===== config.mk =====
export PLATFORM = sky130hd
export DESIGN_NAME = imem_arbiter
export DESIGN_NICKNAME = d
export VERILOG_FILES = /design/src/rtl/imem_arbiter.sv
export SDC_FILE = /design/constraint.sdc
export NUM_CORES = 1
export LEC_CHECK = 0
export ABC_AREA = 1
export CAP_MARGIN = 20
export CORE_MARGIN = 10
export CORE_UTILIZATION = 23
export DETAILED_ROUTE_END_ITERATION = 7
export PLACE_DENSITY_LB_ADDON = 0.08
export SLEW_MARGIN = 20
export SYNTH_ARGS = -nofsm -noshare
export SYNTH_HDL_FRONTEND = slang
export SYNTH_SLANG_ARGS = --single-unit

===== constraint.sdc =====
create_clock -name clk -period 1.76 [get_ports clk]
set_clock_uncertainty 0.05 [all_clocks]
set_input_delay 0.352 -clock clk [delete_from_list [all_inputs] [get_ports clk]]
set_output_delay 0.352 -clock clk [all_outputs]
set_load 0.005 [all_outputs]

===== src/rtl/imem_arbiter.sv =====
// Shares the single-port instruction RAM between core fetch and the host load/debug port; sequences boot/run/halt.
// Latency: grant and RAM drive are combinational; read data returns one cycle after a granted read.
// Backpressure: fetch stalls via cpu_stall; host waits on host_gnt, with a bounded-starvation slot in RUN.
module imem_arbiter #(
   parameter int ADDR_W     = 12,
   parameter int DATA_W     = 32,
   parameter int STARVE_MAX = 8
) (
   input  logic              clk,
   input  logic              rst_n,
   input  logic              cpu_req,
   input  logic [ADDR_W-1:0] cpu_addr,
   output logic              cpu_stall,
   output logic              cpu_rvalid,
   output logic [DATA_W-1:0] cpu_rdata,
   output logic              cpu_rst_n,
   input  logic              host_req,
   input  logic              host_we,
   input  logic [ADDR_W-1:0] host_addr,
   input  logic [DATA_W-1:0] host_wdata,
   output logic              host_gnt,
   output logic              host_rvalid,
   output logic [DATA_W-1:0] host_rdata,
   input  logic              host_hold,
   input  logic              boot_done,
   output logic              ram_en,
   output logic              ram_we,
   output logic [ADDR_W-1:0] ram_addr,
   output logic [DATA_W-1:0] ram_wdata,
   input  logic [DATA_W-1:0] ram_rdata,
   output logic [1:0]        state_o
);

   localparam int SW = $clog2(STARVE_MAX + 1);

   typedef enum logic [1:0] {
      ST_BOOT = 2'd0,
      ST_RUN  = 2'd1,
      ST_HALT = 2'd2
   } state_t;

   state_t          state, state_nx;
   logic [SW-1:0]   starve_cnt, starve_nx;
   logic            host_win, cpu_win, in_run, starve_full;

   assign in_run      = (state == ST_RUN);
   assign starve_full = (starve_cnt == SW'(STARVE_MAX));

   // Pick this cycle's RAM owner: host only outside RUN; in RUN fetch first unless the host has waited long enough.
   always_comb begin
      host_win = 1'b0;
      cpu_win  = 1'b0;
      if (in_run) begin
         host_win = host_req & (~cpu_req | starve_full);
         cpu_win  = cpu_req & ~host_win;
      end else begin
         host_win = host_req;
      end
   end

   assign host_gnt  = host_win;
   assign cpu_stall = in_run ? (cpu_req & ~cpu_win) : 1'b1;

   // Steer the winner onto the RAM port; a fetch never carries write data.
   always_comb begin
      ram_en    = host_win | cpu_win;
      ram_we    = 1'b0;
      ram_addr  = '0;
      ram_wdata = '0;
      if (host_win) begin
         ram_we    = host_we;
         ram_addr  = host_addr;
         ram_wdata = host_wdata;
      end else if (cpu_win) begin
         ram_addr  = cpu_addr;
      end
   end

   // Next-state and starvation counter: the counter only runs across consecutive denied cycles within one RUN stretch.
   always_comb begin
      state_nx  = state;
      starve_nx = '0;
      case (state)
         ST_BOOT: if (boot_done) state_nx = ST_RUN;
         ST_RUN:  if (host_hold) state_nx = ST_HALT;
         ST_HALT: if (!host_hold) state_nx = ST_RUN;
         default: state_nx = ST_BOOT;
      endcase
      if (in_run && (state_nx == ST_RUN) && host_req && !host_win) begin
         starve_nx = starve_full ? starve_cnt : starve_cnt + SW'(1);
      end
   end

   // State, counter, core reset and read-return flags; reset discards any pending return.
   always_ff @(posedge clk) begin
      if (!rst_n) begin
         state       <= ST_BOOT;
         starve_cnt  <= '0;
         cpu_rvalid  <= 1'b0;
         host_rvalid <= 1'b0;
         cpu_rst_n   <= 1'b0;
      end else begin
         state       <= state_nx;
         starve_cnt  <= starve_nx;
         cpu_rvalid  <= cpu_win;
         host_rvalid <= host_win & ~host_we;
         cpu_rst_n   <= (state_nx != ST_BOOT);
      end
   end

   assign cpu_rdata  = ram_rdata;
   assign host_rdata = ram_rdata;
   assign state_o    = state;

endmodule


Word-level counts from Yosys, hierarchy flattened
Cells that the tools add are included.
{"block": "totals", "ff_bits": 9, "inputBits": 95, "output_inout_bits": 117, "word_cells": 38}
{"block": "op_classes", "add_sub_neg": 1, "eq_ne": 4, "mux": 11, "n_bitwise": 10, "n_reduce_logical": 7}
{"operator": "$mux 32", "count": 1}
{"operator": "$mux 12", "count": 2}
{"operator": "$mux 2", "count": 3}
{"operator": "$pmux 2 s3", "count": 1}
{"operator": "$add 4x1->4 const B", "count": 1}
{"operator": "$and 1x1->1", "count": 4}
{"operator": "$eq 2x1->1 const B", "count": 2}
{"operator": "$eq 4x4->1 const B", "count": 1}
{"operator": "$mux 1", "count": 4}
{"operator": "$not 1->1", "count": 4}
{"operator": "$logic_and 1x1->1", "count": 3}
{"operator": "$eq 2x2->1 const B", "count": 1}
{"operator": "$logic_not 2->1", "count": 1}
{"operator": "$or 1x1->1", "count": 2}
{"operator": "$reduce_and 2->1", "count": 1}
{"operator": "$reduce_bool 2->1", "count": 1}
{"operator": "$logic_not 1->1", "count": 1}

Longest topological paths before layout
{"block": "logic_depth", "ltp_word": 9, "depth_mapped": 10, "ltp_nobuf": 9}

Worst setup path before layout
No wires, ideal clock.
{"block": "synth_timing", "kind": "register to output", "startpoint": "register starve_cnt[0]", "endpoint": "output ram_addr[10]", "arrival_ps": 1181, "required_ps": 1358, "path_slack_ps": 177, "stages_incl_launch_ff": 11, "n_path_buf": 1, "cell_sequence": "dfxtp_1 -> inv_1 -> ha_1 -> nand2_1 -> nor2_4 -> nand2_1 -> nand2_1 -> inv_1 -> buf_6 -> nand2_1 -> nand2_1"}
{"block": "synth_between", "elab_chain_len": 8, "word_cells_on_any_way": 9, "cone_classes": "eq/ne (1); mux (4); bitwise (4)"}
{"element": "from (decl)", "line_no": "43", "source": "logic [SW-1:0] starve_cnt, starve_nx;"}
{"element": "from (signal assigned)", "line_no": "104", "source": "starve_cnt <= starve_nx;"}
{"element": "$eq 4x4->1 *", "line_no": "47", "source": "assign starve_full = (starve_cnt == SW'(STARVE_MAX));"}
{"element": "$or 1x1->1 *", "line_no": "54", "source": "host_win = host_req & (~cpu_req | starve_full);"}
{"element": "$and 1x1->1 *", "line_no": "54"}
{"element": "$not 1->1", "line_no": "55", "source": "cpu_win = cpu_req & ~host_win;"}
{"element": "$and 1x1->1", "line_no": "55"}
{"element": "$mux 1", "line_no": "53", "source": "if (in_run) begin"}
{"element": "$mux 12", "line_no": "74", "source": "end else if (cpu_win) begin"}
{"element": "$mux 12 *", "line_no": "70", "source": "if (host_win) begin"}
{"element": "to (decl)", "line_no": "28", "source": "output logic [ADDR_W-1:0] ram_addr,"}
Mark *: on every way between the ends. The rest lies on a longest branch, timed or not.

Worst setup path in the final report
{"block": "layout_timing", "startpoint": "register starve_cnt[0]", "endpoint": "output ram_wdata[5]"}
{"block": "layout_between", "elab_chain_len": 5}
{"element": "$eq 4x4->1", "line_no": "47"}
{"element": "$or 1x1->1", "line_no": "54"}
{"element": "$and 1x1->1", "line_no": "54"}
{"element": "$mux 1", "line_no": "53"}
{"element": "$mux 32", "line_no": "70"}
{"element": "to (decl)", "line_no": "29", "source": "output logic [DATA_W-1:0] ram_wdata,"}
No other way between the ends.

==> reports/results.ini <==
[status]
status=finished with violations
violations=negative setup slack

[hold_path]
hp-class=reg -> reg
holdPathStages=2

[detailed_routing]
first_iter_violations=6
drc=0
dr.pass1.iters=4
drt_wl_total_um=5810
vias=1550
post_drt_wl_per_cell_um=14.7
avgViaCountPerCell=3.92
drt.antenna.violating_nets=0

[yosys]
syn-cell-area_mm2=0.00136
synthesis.nets=325
yosysWarnings=0
synthArstFlopShare_pct=0
yosysSeqAreaShare_pct=13.2
synth_cell_types=17
postSynthCellCount=228
synth-seq-cells=9
synth_commonest_cells=buf_4 (64), nand2_1 (50), inv_1 (44), nor2_1 (36), dfxtp_1 (9)
synth.avg_cell_area_um2=5.98
yosysTopAreaCellShare_pct=35.3
yosys.cell_count.top_type=buf_4
synth_flop_cell=dfxtp_1
synth_edf_count=0
synth_area_leaders=buf_4 (35%), nand2_1 (14%), dfxtp_1 (13%)
synth_top_area_cell=buf_4

[grt]
grt_pass1_vias=1666
grt_use_met3_pct=4.97
grt_pass1_wl_um=8980
busiest_layer=met2
grt_overflow_total=0
antenna_found_initial=0
grt_max_degree=9
met2_usage_pct=21.0
global_route.usage.met1_pct=10.6
grt_usage_pct=11.7

[clock_tree]
cts_num_sinks=9
cts_tree=done
cts_buffer_depth=2
numCtsBuffers=3
clockRootBuffer=clkbuf_8
clock_latency_ns=0.24
clk_pin_slew_worst_paths_ns=0.05
htree_levels=1

[critical_path]
startpoint_type=flop
path_max_fanout=4
crit_required_ns=1.36
cp.arrival_ns=1.72
r2r_cells=10
path_class=reg -> out
cp-end-kind=output port

[timing]
slew_violations=0
hold_ws_ns=0.466
setup_ws_ns=-0.358
max_freq_ghz=0.472
period_minus_slack_ns=2.12
rsz0062_at_grt=yes
period_share_pct=120
maxSlewHeadroom_pct=84.6
tightest_slew_ns=0.230
final_hold_viol_count=0
setup_viol=47

[pwr]
clockPowerShare_pct=23.4
combPwrFrac_pct=55.8
peakVddDrop_v=0.000435
p_sw_w=0.000311
leakage_nw=1.40
switching_share_pct=29.8
power_frac_seq_pct=20.8
power.density_mw_per_mm2=394
internal-power_w=0.000732

[placed_design]
place_area_mm2=0.00224
dpl.hpwl_um=4580
gp_congestion=0.745
numPortBuffers=115
dp_cells=364

[finish]
n_antenna_cell=0
syn_to_final_growth_pct=94.3
final_net_count=421
drive_gt1_share_pct=48.0
final_cells=395
finalInstanceArea_mm2=0.00265

[floorplanning]
die_h_um=97.0
rows=27
num_io_pins=212
core_mm2=0.00564
die_w_um=97.0
initial_core_util_pct=24.2
die_area_mm2=0.00940

[job]
drv_cap=0

## critical path: stages, from the launching register on
cell,delay [ns]
dfxtp_2,0.33
inv_2,0.04
ha_4,0.15
nand2_4,0.06
nor2_4,0.05
buf_6,0.12
o21ai_4,0.23
buf_12,0.15
buf_6,0.09
buf_6,0.10
nor2_4,0.03
buf_2,0.12
## sequential cells by signal (all words and copies together) (netlist names)
signal,cells
cpu_rvalid,1
starve_cnt,4
host_rvalid,1
state_o,2
cpu_rst_n,1
## routing by layer
metal,vias to the layer above,wire [um]
met3,32,576
li1,772,-
met1,661,1890
met4,0,289
met2,85,3050
met5,-,0
## worst paths after layout
| path | slack [ns] | start | endpoint |
|---|---|---|---|
| hold reg to reg | 0.47 | starve_cnt[0] | starve_cnt[0] |
| setup / recovery | -0.36 | starve_cnt[0] | ram_wdata[5] |
| setup reg to reg | 0.25 | starve_cnt[0] | starve_cnt[1] |
| hold / removal | 0.47 | starve_cnt[0] | starve_cnt[0] |
## cell type report
cell class                 count  area, um^2
clock buffer                   4        45.0
fill                         616        2990
inverter                      44         165
multi-input combinational    106         701
sequential                     9         183
tap                           72        90.1
timing repair buffer         160        1460
## cell families after synthesis
group	share of synthesized area (%)
AOI/OAI and AO/OA	1.56
xor gates and xnor gates	1.93
adders and majority gates	1.84
buffers and inverters	51.5
DFF	13.2
and+or+nand+nor	29.9
## power groups by stage
stage	combinational [W]	clock (W)	sequential, W
CTS	0.000545	0.000253	0.000216
global route	0.000633	0.000267	0.000217
global placement	0.000498	0	0.000220
finish	0.000582	0.000244	0.000217
detailed placement	0.000496	0	0.000220
floorplan	0.000249	0	0.000223
## metrics by stage
stage          setup TNS [ns]  util [%]  total power, W  setup slack (ns)
2_1_floorplan               0         -        0.000473             0.177
3_3_place_gp           -26.94      39.7        0.000718            -0.624
3_5_place_dp           -27.99      39.7        0.000716            -0.641
4_1_cts                -13.82      43.8         0.00101            -0.503
5_1_grt                -16.53      46.9         0.00112            -0.433
6_report               -12.71      46.9         0.00104            -0.358
## placed cells by master (no fill, tap or decap), drive strengths merged, types with 2 or more instances in the layout
cell / synthesis / layout
xor2: 2 / 2
nor2: 43 / 43
ha: 2 / 2
inv: 44 / 44
buf: 69 / 84
nand3: 4 / 4
dfxtp: 9 / 9
clkbuf: 0 / 12
dlygate4sd2: 0 / 2
o21ai: 2 / 2
nand2: 50 / 50
clkdlybuf4s50: 0 / 65
## what timing repair did
item,CTS,global route
buffers inserted,26,7
hold buffers,0,0
setup endpoints to repair,48,48
gates cloned,2,0
gates resized for setup,198,100
pin swaps,7,15
Power figures use the tool's default switching activity.
